==> config.mk <==
export PLATFORM = sky130hd
export DESIGN_NAME = light_monitor_flat
export DESIGN_NICKNAME = d
export VERILOG_FILES = /design/src/rtl/light_monitor_if.sv /design/src/rtl/light_monitor.sv /design/src/flat_wrapper.sv
export SDC_FILE = /design/constraint.sdc
export NUM_CORES = 1
export LEC_CHECK = 0
export ABC_AREA = 1
export BUFFER_PORTS_ARGS = -buffer_cell sky130_fd_sc_hd__buf_2
export CAP_MARGIN = 20
export CORE_UTILIZATION = 30
export DETAILED_ROUTE_END_ITERATION = 16
export PLACE_DENSITY = 0.48
export SKIP_CTS_REPAIR_TIMING = 1
export SYNTH_ARGS = -nofsm -noshare
export SYNTH_HDL_FRONTEND = slang
export SYNTH_SLANG_ARGS = --single-unit
==> constraint.sdc <==
create_clock -name clk -period 1.7 [get_ports clk]
set_input_delay 0.255 -clock clk [delete_from_list [all_inputs] [get_ports clk]]
set_output_delay 0.255 -clock clk [all_outputs]
set_load 0.02 [all_outputs]
==> src/rtl/light_monitor_if.sv <==
// Light-code bus between the intersection controller and the light monitor.
// Master drives the light codes; slave returns lamp drives and status.
interface light_monitor_if #(
    parameter int CNT_W = 8
);
    logic [1:0]       hwy;
    logic [1:0]       cntry;
    logic [2:0]       hwy_lamp;
    logic [2:0]       cntry_lamp;
    logic             fault;
    logic [2:0]       fault_code;
    logic [CNT_W-1:0] svc_cnt;

    modport master (
        output hwy,
        output cntry,
        input  hwy_lamp,
        input  cntry_lamp,
        input  fault,
        input  fault_code,
        input  svc_cnt
    );

    modport slave (
        input  hwy,
        input  cntry,
        output hwy_lamp,
        output cntry_lamp,
        output fault,
        output fault_code,
        output svc_cnt
    );
endinterface

==> src/rtl/light_monitor.sv <==
// Intersection light monitor: decodes light codes to lamps, enforces the
// safety protocol, latches the first violation and flashes red until clear.
module light_monitor #(
    parameter logic [1:0] RED        = 2'd0,
    parameter logic [1:0] YELLOW     = 2'd1,
    parameter logic [1:0] GREEN      = 2'd2,
    parameter int         MIN_YELLOW = 4,
    parameter int         MIN_ALLRED = 3,
    parameter int         FLASH_HALF = 8,
    parameter int         CNT_W      = 8
) (
    input logic            clk,
    input logic            clear,
    light_monitor_if.slave bus
);

    localparam int YW = $clog2(MIN_YELLOW + 1);
    localparam int AW = $clog2(MIN_ALLRED + 1);
    localparam int FW = $clog2(2 * FLASH_HALF);

    localparam logic [YW-1:0] YSAT  = YW'(MIN_YELLOW);
    localparam logic [AW-1:0] ASAT  = AW'(MIN_ALLRED);
    localparam logic [FW-1:0] FLAST = FW'(2 * FLASH_HALF - 1);
    localparam logic [FW-1:0] FHALF = FW'(FLASH_HALF);

    localparam logic [2:0] L_RED = 3'b100;
    localparam logic [2:0] L_YEL = 3'b010;
    localparam logic [2:0] L_GRN = 3'b001;
    localparam logic [2:0] L_OFF = 3'b000;

    typedef enum logic [1:0] {
        S_INIT,
        S_RUN,
        S_FAULT
    } state_e;

    state_e           state_q, state_d;
    logic [1:0]       cur_h_q, cur_h_d;
    logic [1:0]       cur_c_q, cur_c_d;
    logic [1:0]       prev_h_q, prev_h_d;
    logic [1:0]       prev_c_q, prev_c_d;
    logic [YW-1:0]    yh_q, yh_d;
    logic [YW-1:0]    yc_q, yc_d;
    logic [AW-1:0]    ar_q, ar_d;
    logic [FW-1:0]    flash_q, flash_d;
    logic [2:0]       hl_q, hl_d;
    logic [2:0]       cl_q, cl_d;
    logic             fault_q, fault_d;
    logic [2:0]       fcode_q, fcode_d;
    logic [CNT_W-1:0] svc_q, svc_d;

    logic       v_ill, v_both, v_g2r, v_skip, v_shorty, v_allred;
    logic       trans_en;
    logic [2:0] vcode;

    function automatic logic [2:0] dec(input logic [1:0] code);
        logic [2:0] l;
        l = L_OFF;
        unique case (1'b1)
            (code == RED):    l = L_RED;
            (code == YELLOW): l = L_YEL;
            (code == GREEN):  l = L_GRN;
            default:          l = L_OFF;
        endcase
        return l;
    endfunction

    function automatic logic [YW-1:0] ynext(input logic [1:0] code,
                                            input logic [YW-1:0] cnt);
        logic [YW-1:0] n;
        n = '0;
        if (code == YELLOW) begin
            n = (cnt == YSAT) ? cnt : cnt + YW'(1);
        end
        return n;
    endfunction

    function automatic logic bad_step(input logic [1:0] p,
                                      input logic [1:0] c);
        return ((p == RED) && (c == YELLOW)) ||
               ((p == YELLOW) && (c == GREEN));
    endfunction

    // Level checks look at cur only; transition checks need valid prev.
    always_comb begin
        v_ill    = (cur_h_q == 2'd3) || (cur_c_q == 2'd3);
        v_both   = (cur_h_q != RED) && (cur_c_q != RED);
        v_g2r    = ((prev_h_q == GREEN) && (cur_h_q == RED)) ||
                   ((prev_c_q == GREEN) && (cur_c_q == RED));
        v_skip   = bad_step(prev_h_q, cur_h_q) ||
                   bad_step(prev_c_q, cur_c_q);
        v_shorty = ((prev_h_q == YELLOW) && (cur_h_q == RED) &&
                    (yh_q < YSAT)) ||
                   ((prev_c_q == YELLOW) && (cur_c_q == RED) &&
                    (yc_q < YSAT));
        v_allred = (((prev_h_q == RED) && (cur_h_q == GREEN)) ||
                    ((prev_c_q == RED) && (cur_c_q == GREEN))) &&
                   (ar_q < ASAT);
    end

    assign trans_en = (state_q == S_RUN);

    always_comb begin
        vcode = 3'd0;
        if (v_ill) begin
            vcode = 3'd1;
        end else if (v_both) begin
            vcode = 3'd2;
        end else if (trans_en && v_g2r) begin
            vcode = 3'd3;
        end else if (trans_en && v_skip) begin
            vcode = 3'd4;
        end else if (trans_en && v_shorty) begin
            vcode = 3'd5;
        end else if (trans_en && v_allred) begin
            vcode = 3'd6;
        end
    end

    always_comb begin
        state_d  = state_q;
        cur_h_d  = bus.hwy;
        cur_c_d  = bus.cntry;
        prev_h_d = cur_h_q;
        prev_c_d = cur_c_q;
        yh_d     = yh_q;
        yc_d     = yc_q;
        ar_d     = ar_q;
        flash_d  = flash_q;
        hl_d     = hl_q;
        cl_d     = cl_q;
        fault_d  = fault_q;
        fcode_d  = fcode_q;
        svc_d    = svc_q;

        unique case (state_q)
            S_INIT, S_RUN: begin
                if (vcode != 3'd0) begin
                    state_d = S_FAULT;
                    fault_d = 1'b1;
                    fcode_d = vcode;
                    hl_d    = L_RED;
                    cl_d    = L_RED;
                    flash_d = '0;
                end else begin
                    state_d = S_RUN;
                    hl_d    = dec(cur_h_q);
                    cl_d    = dec(cur_c_q);
                    yh_d    = ynext(cur_h_q, yh_q);
                    yc_d    = ynext(cur_c_q, yc_q);
                    if ((cur_h_q == RED) && (cur_c_q == RED)) begin
                        ar_d = (ar_q == ASAT) ? ar_q : ar_q + AW'(1);
                    end else begin
                        ar_d = '0;
                    end
                    if (trans_en && (prev_c_q == YELLOW) &&
                        (cur_c_q == RED)) begin
                        svc_d = svc_q + CNT_W'(1);
                    end
                end
            end
            S_FAULT: begin
                // Everything but the flash phase holds until clear.
                cur_h_d  = cur_h_q;
                cur_c_d  = cur_c_q;
                prev_h_d = prev_h_q;
                prev_c_d = prev_c_q;
                flash_d  = (flash_q == FLAST) ? '0 : flash_q + FW'(1);
                hl_d     = (flash_d < FHALF) ? L_RED : L_OFF;
                cl_d     = (flash_d < FHALF) ? L_RED : L_OFF;
            end
            default: begin
                state_d = S_INIT;
            end
        endcase
    end

    // The clear edge still samples the codes so INIT sees fresh input.
    always_ff @(posedge clk) begin
        if (clear) begin
            state_q  <= S_INIT;
            cur_h_q  <= bus.hwy;
            cur_c_q  <= bus.cntry;
            prev_h_q <= RED;
            prev_c_q <= RED;
            yh_q     <= '0;
            yc_q     <= '0;
            ar_q     <= ASAT;
            flash_q  <= '0;
            hl_q     <= L_RED;
            cl_q     <= L_RED;
            fault_q  <= 1'b0;
            fcode_q  <= 3'd0;
            svc_q    <= '0;
        end else begin
            state_q  <= state_d;
            cur_h_q  <= cur_h_d;
            cur_c_q  <= cur_c_d;
            prev_h_q <= prev_h_d;
            prev_c_q <= prev_c_d;
            yh_q     <= yh_d;
            yc_q     <= yc_d;
            ar_q     <= ar_d;
            flash_q  <= flash_d;
            hl_q     <= hl_d;
            cl_q     <= cl_d;
            fault_q  <= fault_d;
            fcode_q  <= fcode_d;
            svc_q    <= svc_d;
        end
    end

    assign bus.hwy_lamp   = hl_q;
    assign bus.cntry_lamp = cl_q;
    assign bus.fault      = fault_q;
    assign bus.fault_code = fcode_q;
    assign bus.svc_cnt    = svc_q;

endmodule

==> src/flat_wrapper.sv <==
// flat-port wrapper written by rule: the top's interface ports become plain ports
module light_monitor_flat 
#(
    parameter logic [1:0] RED        = 2'd0,
    parameter logic [1:0] YELLOW     = 2'd1,
    parameter logic [1:0] GREEN      = 2'd2,
    parameter int         MIN_YELLOW = 4,
    parameter int         MIN_ALLRED = 3,
    parameter int         FLASH_HALF = 8,
    parameter int         CNT_W      = 8
)
  (clk, clear, bus_hwy, bus_cntry, bus_hwy_lamp, bus_cntry_lamp, bus_fault, bus_fault_code, bus_svc_cnt);
  light_monitor_if #(.CNT_W(CNT_W)) bus_i ();
  input logic clk;
  input logic clear;
  input wire logic [$bits(bus_i.hwy)-1:0] bus_hwy;
  input wire logic [$bits(bus_i.cntry)-1:0] bus_cntry;
  output wire logic [$bits(bus_i.hwy_lamp)-1:0] bus_hwy_lamp;
  output wire logic [$bits(bus_i.cntry_lamp)-1:0] bus_cntry_lamp;
  output wire logic [$bits(bus_i.fault)-1:0] bus_fault;
  output wire logic [$bits(bus_i.fault_code)-1:0] bus_fault_code;
  output wire logic [$bits(bus_i.svc_cnt)-1:0] bus_svc_cnt;
  assign bus_i.hwy = bus_hwy;
  assign bus_i.cntry = bus_cntry;
  assign bus_hwy_lamp = bus_i.hwy_lamp;
  assign bus_cntry_lamp = bus_i.cntry_lamp;
  assign bus_fault = bus_i.fault;
  assign bus_fault_code = bus_i.fault_code;
  assign bus_svc_cnt = bus_i.svc_cnt;
  light_monitor #(.RED(RED), .YELLOW(YELLOW), .GREEN(GREEN), .MIN_YELLOW(MIN_YELLOW), .MIN_ALLRED(MIN_ALLRED), .FLASH_HALF(FLASH_HALF), .CNT_W(CNT_W)) u_core (.clk(clk), .clear(clear), .bus(bus_i));
endmodule
==> reports/qor.txt <==
outcome -> finished, violations left
failing checks -> DRC, setup timing
Design Area, Final -> 2710 µm²
setup TNS -> -5.43 ns
placement row count -> 29
RR Startpoint -> u_core.cur_c_q[0]$_DFFE_PP_
Die Area -> 7080 µm²
IO buf count -> 23
# diodes -> 0
Final period util -> 115%
RSZ-0062 raised after global routing -> true
commonest non-fill, non-tap cell in the layout -> nand2_1
fin cells -> 413
Placed Area -> 2420 µm²
Yosys warning count -> 0
initial drt markers -> 54
routed vias/inst -> 4.64
hold slack -> 0.126 ns
Final Core Density -> 42.2%
reg2reg path depth -> 12
clock latency on the worst-skew pair -> 0.30 ns
Via Count -> 1915
Critical Path Source -> u_core.cur_c_q[0]$_DFFE_PP_
clock sink count -> 40
die width -> 84.1 µm
clock transition time at the flip-flop clock pins of the worst setup and hold paths -> 0.08 ns
Clock Path Buffers -> 2
CP Launch Type -> register
cts bufs inserted -> 5
number of global-route vias before repair -> 1639
Least-Margin Pin Slew -> 0.364 ns
R2R Setup Slk -> -0.25 ns
Max Cap Violations -> 0
post-synthesis sequential area ratio -> 41.6%
power per standard cell area -> 893 nW/µm²
Critical Path Sink -> u_core.bus.svc_cnt[1]$_SDFFE_PP0P_
CTS tree -> built
Rel. slew slack -> 75.7%
initial antenna violation count -> 0
final hold vios -> 0
syn avg cell area -> 7.30 µm²
IO Pins -> 24
routed len/inst -> 12.1 µm
Synthesized Nets -> 290
CP Max Fanout -> 7
commonest non-fill, non-tap cells in the layout -> nand2_1 (57), dfxtp_1 (36), buf_4 (27)
gpl congestion -> 0.856
Leakage -> 1.21 nW
synthesis-to-finish area growth -> 33.9%
final setup violating endpoints -> 32
Final HPWL DP -> 3550 µm
VDD IR max -> 0.321 mV
total gr overflow -> 0
CTS root buf -> clkbuf_8
clock skew -> 0.00767 ns
Cell Area, Synth -> 2020 µm²
largest net degree at the start of global routing -> 17
Peak Freq -> 512 MHz
layout cells sized above 1 -> 32.4%
Setup crit end kind -> register
WP data arrival -> 2.16 ns
Final Slew Violations -> 0
area occupied by multi-input gates -> 1150 µm²
Pre-antenna DRT Iters -> 10
total power -> 2.42 mW
number of fill cells -> 668
die height -> 84.1 µm
#FFs+latches synth -> 40
initial core utilization -> 31.5%
pre-CTS WS -> -0.152 ns
RR Endpoint -> u_core.bus.svc_cnt[1]$_SDFFE_PP0P_
Req. time, crit path -> 1.90 ns
core area -> 6420 µm²
CP Class -> register to register
final net count -> 348
placed insts -> 398
Detailed Route WL -> 4990 µm
Tot GR Track Use -> 14.4%
Worst Slack Setup Final -> -0.254 ns
antenna-violating nets left -> 0
CTS H-Tree Depth -> 2
worst hold path class -> input port to register
Reg area -> 841 µm²
Synth cell types -> 26
Final Critical Period -> 1.95 ns
DRC viols -> 2
Mapped Cells -> 277
first-pass GRT wire length -> 7940 µm
-- cell usage after synthesis (all sizes together) --
| cell type | number | share of area, % |
|---|---|---|
| nand2 | 70 | 14 |
| nor2 | 39 | 9.1 |
| dfxtp | 36 | 36 |
| inv | 32 | 5.9 |
| nand3 | 26 | 7.3 |
| a21oi | 22 | 5.4 |
| o21ai | 14 | 3.5 |
| ha | 7 | 4.3 |
| nand4 | 6 | 1.9 |
| xnor2 | 6 | 2.6 |
| clkbuf | 4 | 0.74 |
| edfxtp | 4 | 5.9 |
| nand3b | 3 | 1.3 |
| o2111ai | 2 | 0.87 |
| o22ai | 2 | 0.62 |
| xor2 | 2 | 0.87 |
| clkinv | 1 | 0.19 |
| nor3 | 1 | 0.25 |
-- worst max-delay path, stage by stage, from the launching register on --
cell and delay [ns]:
edfxtp_1 0.51, nor2_4 0.18, nand3_2 0.12, nand2_2 0.08
nand2_2 0.06, nand2_2 0.10, nor2_2 0.04, nand2_2 0.12
nand2_2 0.07, nor2_4 0.26, nand2_4 0.13, o21ai_1 0.14
nor2_1 0.05
-- flip-flops by register name, indices dropped and copies added (netlist names) --
register and count:
u_core.bus.cntry_lamp 3, u_core.bus.fault_code 3, u_core.state_q 2, u_core.bus.svc_cnt 8
u_core.yc_q 3, u_core.flash_q 4, u_core.yh_q 3, u_core.prev_h_q 2
u_core.prev_c_q 2, u_core.cur_c_q 2, u_core.cur_h_q 2, u_core.bus.fault 1
u_core.ar_q 2, u_core.bus.hwy_lamp 3
-- per-layer routing --
metal / share of wire, % / global-route usage (%) / vias up / routed length [µm]
met5: 0 / 0 / - / 0
met4: 1.8 / 6.11 / 0 / 91
met3: 2.9 / 3.17 / 5 / 144
met2: 44 / 20.9 / 30 / 2180
met1: 52 / 20.4 / 862 / 2570
li1: - / - / 1018 / -
-- worst min path at each step --
stage	from	to	slack, ns	cells after the start
2_1_floorplan	bus_cntry[0]	u_core.cur_c_q[0]$_DFFE_PP_	0.35	0
3_3_place_gp	bus_cntry[1]	u_core.cur_c_q[1]$_DFFE_PP_	0.43	1
3_5_place_dp	bus_cntry[0]	u_core.cur_c_q[0]$_DFFE_PP_	0.43	1
4_1_cts	bus_hwy[1]	u_core.cur_h_q[1]$_DFFE_PP_	0.12	1
5_1_grt	bus_hwy[1]	u_core.cur_h_q[1]$_DFFE_PP_	0.11	1
6_report	bus_hwy[1]	u_core.cur_h_q[1]$_DFFE_PP_	0.13	1
-- layout make-up --
class | instances | area share (%)
Multi-Input combinational cell | 200 | 42.4
Sequential cell | 40 | 31.0
Timing Repair Buffer | 55 | 14.1
Tap cell | 77 | 3.56
Clock buffer | 7 | 3.97
Clock inverter | 1 | 0.323
Inverter | 33 | 4.57
-- where the power goes --
part | internal [mW] | switching [mW]
Clock | 0.421 | 0.358
Sequential | 1.02 | 0.0523
Combinational | 0.231 | 0.336
-- cells by family (layout without fill, tap and decap cells) --
| group | Yosys count | count (layout) | share of synthesized area [%] |
|---|---|---|---|
| compound gates | 40 | 40 | 10.4 |
| xor+xnor | 8 | 8 | 3.46 |
| fa+ha+maj | 7 | 7 | 4.33 |
| buf+inv | 37 | 96 | 6.86 |
| flops | 40 | 40 | 41.6 |
| simple gates | 145 | 145 | 33.4 |
Note: power is estimated with default switching activity, not from simulation.
